--- config.mk ---
export PLATFORM = sky130hd
export DESIGN_NAME = sobel_stream_filter
export DESIGN_NICKNAME = d
export VERILOG_FILES = /design/src/rtl/sobel_stream_filter.sv
export SDC_FILE = /design/constraint.sdc
export NUM_CORES = 2
export LEC_CHECK = 0
export ABC_AREA = 0
export ABC_CLOCK_PERIOD_IN_PS = 19900
export CAP_MARGIN = 20
export CORE_ASPECT_RATIO = 1.75
export CORE_MARGIN = 2
export CORE_UTILIZATION = 45
export CTS_BUF_LIST = sky130_fd_sc_hd__clkbuf_8
export CTS_CLUSTER_SIZE = 14
export DETAILED_ROUTE_END_ITERATION = 8
export DONT_BUFFER_PORTS = 1
export PLACE_DENSITY = 0.57
export SETUP_SLACK_MARGIN = 0.5
export SLEW_MARGIN = 20
export SYNTH_ARGS = -nofsm -noshare
export SYNTH_HDL_FRONTEND = slang
export SYNTH_SLANG_ARGS = --single-unit
--- constraint.sdc ---
create_clock -name clk -period 19.9 [get_ports clk]
set_input_delay 1.99 -clock clk [delete_from_list [all_inputs] [get_ports clk]]
set_output_delay 1.99 -clock clk [all_outputs]
set_load 0.02 [all_outputs]
--- src/rtl/sobel_stream_filter.sv ---
// Streaming 3x3 Sobel gradient stage: two row line buffers, zero-padded borders,
// saturated |Gx|+|Gy| magnitude and 4-bin direction. Optional macro SOBEL_THRESH_EN adds a thresh port.
module sobel_stream_filter #(
  parameter int DATA_W = 8,
  parameter int IMG_W  = 256,
  parameter int IMG_H  = 256,
  parameter int MAG_W  = 8
) (
  input  logic              clk,
  input  logic              rst,
  input  logic              in_valid,
  output logic              in_ready,
  input  logic [DATA_W-1:0] in_pixel,
  output logic              out_valid,
  input  logic              out_ready,
  output logic [MAG_W-1:0]  grad_mag,
  output logic [1:0]        grad_dir,
  output logic              out_last
`ifdef SOBEL_THRESH_EN
  ,
  input  logic [MAG_W-1:0]  thresh
`endif
);

  localparam int XW = (IMG_W > 1) ? $clog2(IMG_W) : 1;
  localparam int YW = $clog2(IMG_H + 1);
  localparam int GW = DATA_W + 3;
  localparam int SW = GW + 1;
  localparam int DW = GW + 3;
  localparam logic [SW-1:0] MAG_MAX = SW'((1 << MAG_W) - 1);

  typedef enum logic [0:0] {S_RUN = 1'b0, S_FLUSH = 1'b1} state_t;

  state_t r_state;
  state_t w_state_nxt;

  logic [XW-1:0] r_x;
  logic [YW-1:0] r_y;
  logic [DATA_W-1:0] r_lb0 [IMG_W];
  logic [DATA_W-1:0] r_lb1 [IMG_W];
  logic [2:0][DATA_W-1:0] r_col1;
  logic [2:0][DATA_W-1:0] r_col2;
  logic r_tail;
  logic r_tail_last;
  logic r_s1_v;
  logic r_s1_last;
  logic signed [GW-1:0] r_gx;
  logic signed [GW-1:0] r_gy;
  logic r_out_valid;
  logic [MAG_W-1:0] r_mag;
  logic [1:0] r_dir;
  logic r_last;

  logic w_en;
  logic w_step;
  logic w_last_col;
  logic w_res_v;
  logic [2:0][DATA_W-1:0] w_col;
  logic [2:0][DATA_W-1:0] w_win_l;
  logic [2:0][DATA_W-1:0] w_win_c;
  logic [2:0][DATA_W-1:0] w_win_r;
  logic signed [GW-1:0] w_gx;
  logic signed [GW-1:0] w_gy;
  logic [GW-1:0] w_ax;
  logic [GW-1:0] w_ay;
  logic [SW-1:0] w_sum;
  logic [MAG_W-1:0] w_sat;
  logic [MAG_W-1:0] w_mag;
  logic [DW-1:0] w_ax2;
  logic [DW-1:0] w_ay2;
  logic [DW-1:0] w_ax5;
  logic [DW-1:0] w_ay5;
  logic [1:0] w_dir;

  function automatic logic signed [GW-1:0] col_sum(input logic [DATA_W-1:0] a,
                                                   input logic [DATA_W-1:0] b,
                                                   input logic [DATA_W-1:0] c);
    col_sum = $signed({3'b000, a}) + $signed({2'b00, b, 1'b0}) + $signed({3'b000, c});
  endfunction

  assign w_en       = !r_out_valid || out_ready;
  assign in_ready   = !rst && (r_state == S_RUN) && w_en;
  // Flush cycles behave like accepted zero pixels of the virtual row below the frame.
  assign w_step     = w_en && (((r_state == S_RUN) && in_valid) || (r_state == S_FLUSH));
  assign w_last_col = (r_x == XW'(IMG_W - 1));

  assign out_valid = r_out_valid;
  assign grad_mag  = r_mag;
  assign grad_dir  = r_dir;
  assign out_last  = r_last;

  // FSM state register.
  always_ff @(posedge clk) begin
    if (rst) begin
      r_state <= S_RUN;
    end else begin
      r_state <= w_state_nxt;
    end
  end

  // FSM next state: leave RUN after the frame's final pixel, return after one flushed row.
  always_comb begin
    w_state_nxt = r_state;
    case (r_state)
      S_RUN: begin
        if (w_step && w_last_col && (r_y == YW'(IMG_H - 1))) begin
          w_state_nxt = S_FLUSH;
        end else begin
          w_state_nxt = S_RUN;
        end
      end
      S_FLUSH: begin
        if (w_step && w_last_col) begin
          w_state_nxt = S_RUN;
        end else begin
          w_state_nxt = S_FLUSH;
        end
      end
      default: w_state_nxt = S_RUN;
    endcase
  end

  // Raster position of the next accepted (or injected) pixel.
  always_ff @(posedge clk) begin
    if (rst) begin
      r_x <= '0;
      r_y <= '0;
    end else if (w_step) begin
      if (w_last_col) begin
        r_x <= '0;
        r_y <= (r_state == S_FLUSH) ? YW'(0) : (r_y + YW'(1));
      end else begin
        r_x <= r_x + XW'(1);
      end
    end
  end

  // Incoming column; rows above the frame are forced to zero from the row counter.
  always_comb begin
    w_col[0] = (r_y >= YW'(2)) ? r_lb1[r_x] : '0;
    w_col[1] = (r_y >= YW'(1)) ? r_lb0[r_x] : '0;
    w_col[2] = (r_state == S_RUN) ? in_pixel : '0;
  end

  // Line buffers: lb0 holds the previous row, lb1 the row before it.
  always_ff @(posedge clk) begin
    if (w_step) begin
      r_lb1[r_x] <= r_lb0[r_x];
      r_lb0[r_x] <= w_col[2];
    end
  end

  // Two most recent columns of the sliding window.
  always_ff @(posedge clk) begin
    if (w_step) begin
      r_col2 <= r_col1;
      r_col1 <= w_col;
    end
  end

  // The last column of a row completes together with its left neighbour, so it is
  // emitted one enabled cycle later with a zero right column.
  always_ff @(posedge clk) begin
    if (rst) begin
      r_tail      <= 1'b0;
      r_tail_last <= 1'b0;
    end else if (w_en) begin
      r_tail      <= w_step && w_last_col && (r_y != YW'(0));
      r_tail_last <= (r_state == S_FLUSH);
    end
  end

  // Window selection for the result finishing this cycle.
  always_comb begin
    w_win_c = r_col1;
    if (r_tail) begin
      w_win_l = r_col2;
      w_win_r = '0;
    end else begin
      w_win_l = (r_x >= XW'(2)) ? r_col2 : '0;
      w_win_r = w_col;
    end
  end

  assign w_res_v = r_tail || (w_step && (r_x != XW'(0)) && (r_y != YW'(0)));
  assign w_gx = col_sum(w_win_r[0], w_win_r[1], w_win_r[2]) - col_sum(w_win_l[0], w_win_l[1], w_win_l[2]);
  assign w_gy = col_sum(w_win_l[2], w_win_c[2], w_win_r[2]) - col_sum(w_win_l[0], w_win_c[0], w_win_r[0]);

  // Gradient stage.
  always_ff @(posedge clk) begin
    if (rst) begin
      r_s1_v    <= 1'b0;
      r_s1_last <= 1'b0;
      r_gx      <= '0;
      r_gy      <= '0;
    end else if (w_en) begin
      r_s1_v    <= w_res_v;
      r_s1_last <= r_tail && r_tail_last;
      r_gx      <= w_gx;
      r_gy      <= w_gy;
    end
  end

  assign w_ax  = r_gx[GW-1] ? GW'(-r_gx) : GW'(r_gx);
  assign w_ay  = r_gy[GW-1] ? GW'(-r_gy) : GW'(r_gy);
  assign w_sum = {1'b0, w_ax} + {1'b0, w_ay};
  assign w_sat = (w_sum > MAG_MAX) ? MAG_MAX[MAG_W-1:0] : w_sum[MAG_W-1:0];
  assign w_ax2 = {2'b00, w_ax, 1'b0};
  assign w_ay2 = {2'b00, w_ay, 1'b0};
  assign w_ax5 = {1'b0, w_ax, 2'b00} + {3'b000, w_ax};
  assign w_ay5 = {1'b0, w_ay, 2'b00} + {3'b000, w_ay};

`ifdef SOBEL_THRESH_EN
  assign w_mag = (w_sat < thresh) ? '0 : w_sat;
`else
  assign w_mag = w_sat;
`endif

  // Direction binning; a zero gradient component counts as positive.
  always_comb begin
    w_dir = 2'd0;
    if (w_ay5 <= w_ax2) begin
      w_dir = 2'd0;
    end else if (w_ax5 <= w_ay2) begin
      w_dir = 2'd2;
    end else if (r_gx[GW-1] == r_gy[GW-1]) begin
      w_dir = 2'd1;
    end else begin
      w_dir = 2'd3;
    end
  end

  // Output register, held while the consumer stalls.
  always_ff @(posedge clk) begin
    if (rst) begin
      r_out_valid <= 1'b0;
      r_mag       <= '0;
      r_dir       <= 2'd0;
      r_last      <= 1'b0;
    end else if (w_en) begin
      r_out_valid <= r_s1_v;
      r_mag       <= w_mag;
      r_dir       <= w_dir;
      r_last      <= r_s1_v && r_s1_last;
    end
  end

endmodule

==> impl_metrics.py <==
metrics = {
    "synth": {
        "synth_edf_count": 4144,
        "synth_most_common_cell": "edfxtp_1",
        "syn-cell-area_mm2": 0.1661,
        "synth_top_cell_by_area": "edfxtp_1",
        "ys_types": 90,
        "synth_flop_cell": "edfxtp_1",
        "syn_inst": 7945,
        "seq_area_frac_synth_pct": 75.71,
        "synthTopCellsByCount": "edfxtp_1, mux4_2, nor2_1, mux2i_1, nand2_1",
        "ys_ff_latch": 4208,
        "synth.area.top_cells": "edfxtp_1, mux4_2, mux2i_1",
        "synthesis.nets": 8108,
        "syn_area_per_cell_um2": 20.90,
        "synthArstFlopShare_pct": 0,
        "yosysWarnings": 0,
        "synth_top_area_share_pct": 74.94,
    },
    "floorplan": {
        "start_util_pct": 45.12,
        "coreArea_mm2": 0.3680,
        "die_area_mm2": 0.3741,
        "rows": 295,
        "fp.dieW_um": 463.2,
        "ioPinCount": 25,
        "dieHeight_um": 807.6,
    },
    "cts": {
        "cts.sinks": 4208,
        "cts.htree.levels": 6,
        "hold_buffers": 0,
        "cts_resized": 0,
        "cts_tree": "built",
        "cts.path.max_buffers": 4,
        "postCtsSetupBuffers": 0,
        "root_buffer": "clkbuf_8",
        "cts_made_buffers": 594,
        "clk_latency_ns": 1.14,
        "path_clk_slew_ns": 0.07,
    },
    "global_route": {
        "grt_pass1_vias": 86853,
        "antenna_found_initial": 23,
        "grt.overflow.total": 0,
        "grt_max_degree": 194,
        "track_usage_pct": 25.90,
        "grt_pass1_wl_mm": 682.3,
    },
    "placed_design": {
        "io_buffers": 0,
        "placed_area_mm2": 0.1735,
        "routabilityCongestion": 0.8924,
        "hpwl_mm": 304.1,
        "dp.cells": 12853,
        "post-place-ws_ns": 10.02,
    },
    "power": {
        "power.switching_w": 0.004790,
        "pwr-share-clk_pct": 34.1,
        "swShare_pct": 25.62,
        "power_density_mw_per_mm2": 101.4,
        "combPwrFrac_pct": 12.4,
        "leakage_nw": 57.78,
        "seqPwrFrac_pct": 53.5,
        "p_int_w": 0.01391,
        "ir_drop_mv": 0.1220,
    },
    "cells_and_area": {
        "final_cells": 13904,
        "fillers": 29657,
        "finalInstanceArea_mm2": 0.1845,
        "num-nets-final": 8718,
        "drive_gt1_share_pct": 25.24,
        "syn2layout_area_growth_pct": 11.09,
    },
    "setup_path": {
        "cp_top_family": "compound AO/OA/AOI/OAI gates",
        "crit_arrival_ns": 10.91,
        "path_buf_inv": 4,
        "end_kind": "flop",
        "cp.required_ns": 20.97,
        "cpMaxStageDelayCell": "nor3_1",
        "critPathMaxStageDelay_ns": 0.80,
        "cp-start-kind": "flop",
        "crit_type": "flop to flop",
        "path_cells": "buf_4 -> buf_4 -> buf_4 -> mux4_2 -> o221ai_1 -> nand3_1 -> a221o_1 -> nor3_1 -> o22ai_1 -> fa_1 -> inv_1 -> fa_1 -> fa_1 -> ha_1 -> a21o_1 -> a21oi_1 -> o21bai_1 -> a21oi_1 -> o21ai_0 -> or4b_2 -> nand3_1",
        "cp_num_cells": 21,
        "path_max_fanout": 49,
        "rr_worst_depth": 21,
    },
    "timing": {
        "rsz0062_at_grt": "false",
        "tightestPinTransition_ns": 1.300,
        "fin_tns_setup_ns": 0,
        "fmax_mhz": 101.7,
        "setup_violations": 0,
        "max-slew-margin-rel_pct": 13.12,
        "setup_ws_ns": 10.06,
        "skew_ns": 0.09073,
        "finalHoldViolCount": 0,
        "period_needed_ns": 9.835,
        "slew_viol_final": 0,
        "post-route-period-util_pct": 49.42,
    },
    "detailed_routing": {
        "vias": 84376,
        "drc": 0,
        "antenna_left": 0,
        "drt_first_pass_iters": 6,
        "wirelength_mm": 491.2,
        "drtIter0Drc": 9255,
        "viasPerCell": 6.068,
        "wl_per_cell_um": 35.33,
    },
    "flow_run": {
        "drv_cap": 0,
    },
    "run_status": {
        "status": "completed",
    },
    "worst_hold_path": {
        "worstHoldPathType": "flop to flop",
        "worst_hold_path.num_cells": 0,
    },
}
==> final cells by class <==
cell class                      instances  area, µm²  area share [%]
Sequential cell                      4208     125700           68.16
Multi-Input combinational cell       3139      37520           20.34
Clock buffer                          618       8506           4.611
Tap cell                             4900       6131           3.324
Timing Repair Buffer                  454       3682           1.996
Clock inverter                        415       2236           1.212
Inverter                              158      618.1          0.3351
Antenna cell                           12      30.03         0.01628
==> sequential cells by signal, summed over array words and instances (netlist names), 2 cells and up, named ones only <==
register,flops
r_lb0,2048
r_lb1,2048
r_col1,24
r_col2,24
r_gx,11
r_gy,11
r_y,9
grad_mag,8
r_x,8
grad_dir,2
==> power groups by stage <==
stage	logic, W	clock network [W]	registers, W
finish	0.00231	0.00638	0.0100
CTS	0.00232	0.00651	0.0100
floorplan	0.00159	0	0.0102
global route	0.00251	0.00685	0.0100
global placement	0.00226	0	0.0102
detailed placement	0.00231	0	0.0102
==> stage by stage <==
stage | total power, W | hold slack, ns | util, %
5_1_grt | 0.01936 | 0.4157 | 50.12
3_3_place_gp | 0.01245 | 0.4012 | 47.12
6_report | 0.01870 | 0.4125 | 50.13
2_1_floorplan | 0.01182 | 0.4003 | -
4_1_cts | 0.01883 | 0.4096 | 50.08
3_5_place_dp | 0.01250 | 0.4045 | 47.16
==> kinds of logic (layout without fill, tap and decap cells) <==
group / count (synthesis) / count (layout) / synth area share (%)
xor+xnor: 50 / 50 / 0.2637
compound gates: 792 / 792 / 3.425
buf+inv: 598 / 1645 / 1.940
flops: 4208 / 4208 / 75.71
other cells: 0 / 12 / 0
simple gates: 886 / 886 / 2.476
mux: 1260 / 1260 / 14.75
fa+ha+maj: 151 / 151 / 1.432
==> path summary, 6_finish.rpt <==
| kind | startpoint | end | slack (ns) |
|---|---|---|---|
| hold reg to reg | r_col1[11] | r_col2[11] | 0.41 |
| hold / removal | r_col1[11] | r_col2[11] | 0.41 |
| setup / recovery | flop | r_gy[9] | 10.06 |
| setup reg to reg | flop | r_gy[9] | 10.06 |
==> per-layer routing <==
layer  share of wire [%]  up-vias  track usage, %  routed length, µm
met4                 5.7       10           12.92              28160
met1                  36    45704           31.13             177700
met2                  52     3486           45.39             254700
li1                    -    34229               -                  -
met5               0.013        -               0                 64
met3                 6.2      947           3.918              30580
==> layout by cell type (no fill, tap or decap), types with 16 or more instances in the layout <==
cell	count
edfxtp_1	4144
mux4_2	936
clkbuf_8	618
buf_4	428
nor2_1	336
inv_1	333
mux2i_1	279
nand2_1	205
a22oi_1	200
a21oi_1	135
clkinv_1	130
ha_1	86
a22o_1	84
nand3_1	81
fa_1	65
o22ai_1	61
dfxtp_1	58
clkinv_2	56
o21ai_0	54
a221oi_1	48
nor3_1	40
mux2_2	36
a31oi_1	36
xnor2_1	34
a211oi_1	29
nand2b_1	24
nor2b_1	22
nor2_2	22
clkinvlp_4	22
o211ai_1	18
bufinv_16	18
nand4_1	17
o221ai_1	16
xor2_1	16
No activity file was read; power rests on OpenSTA's default activity.
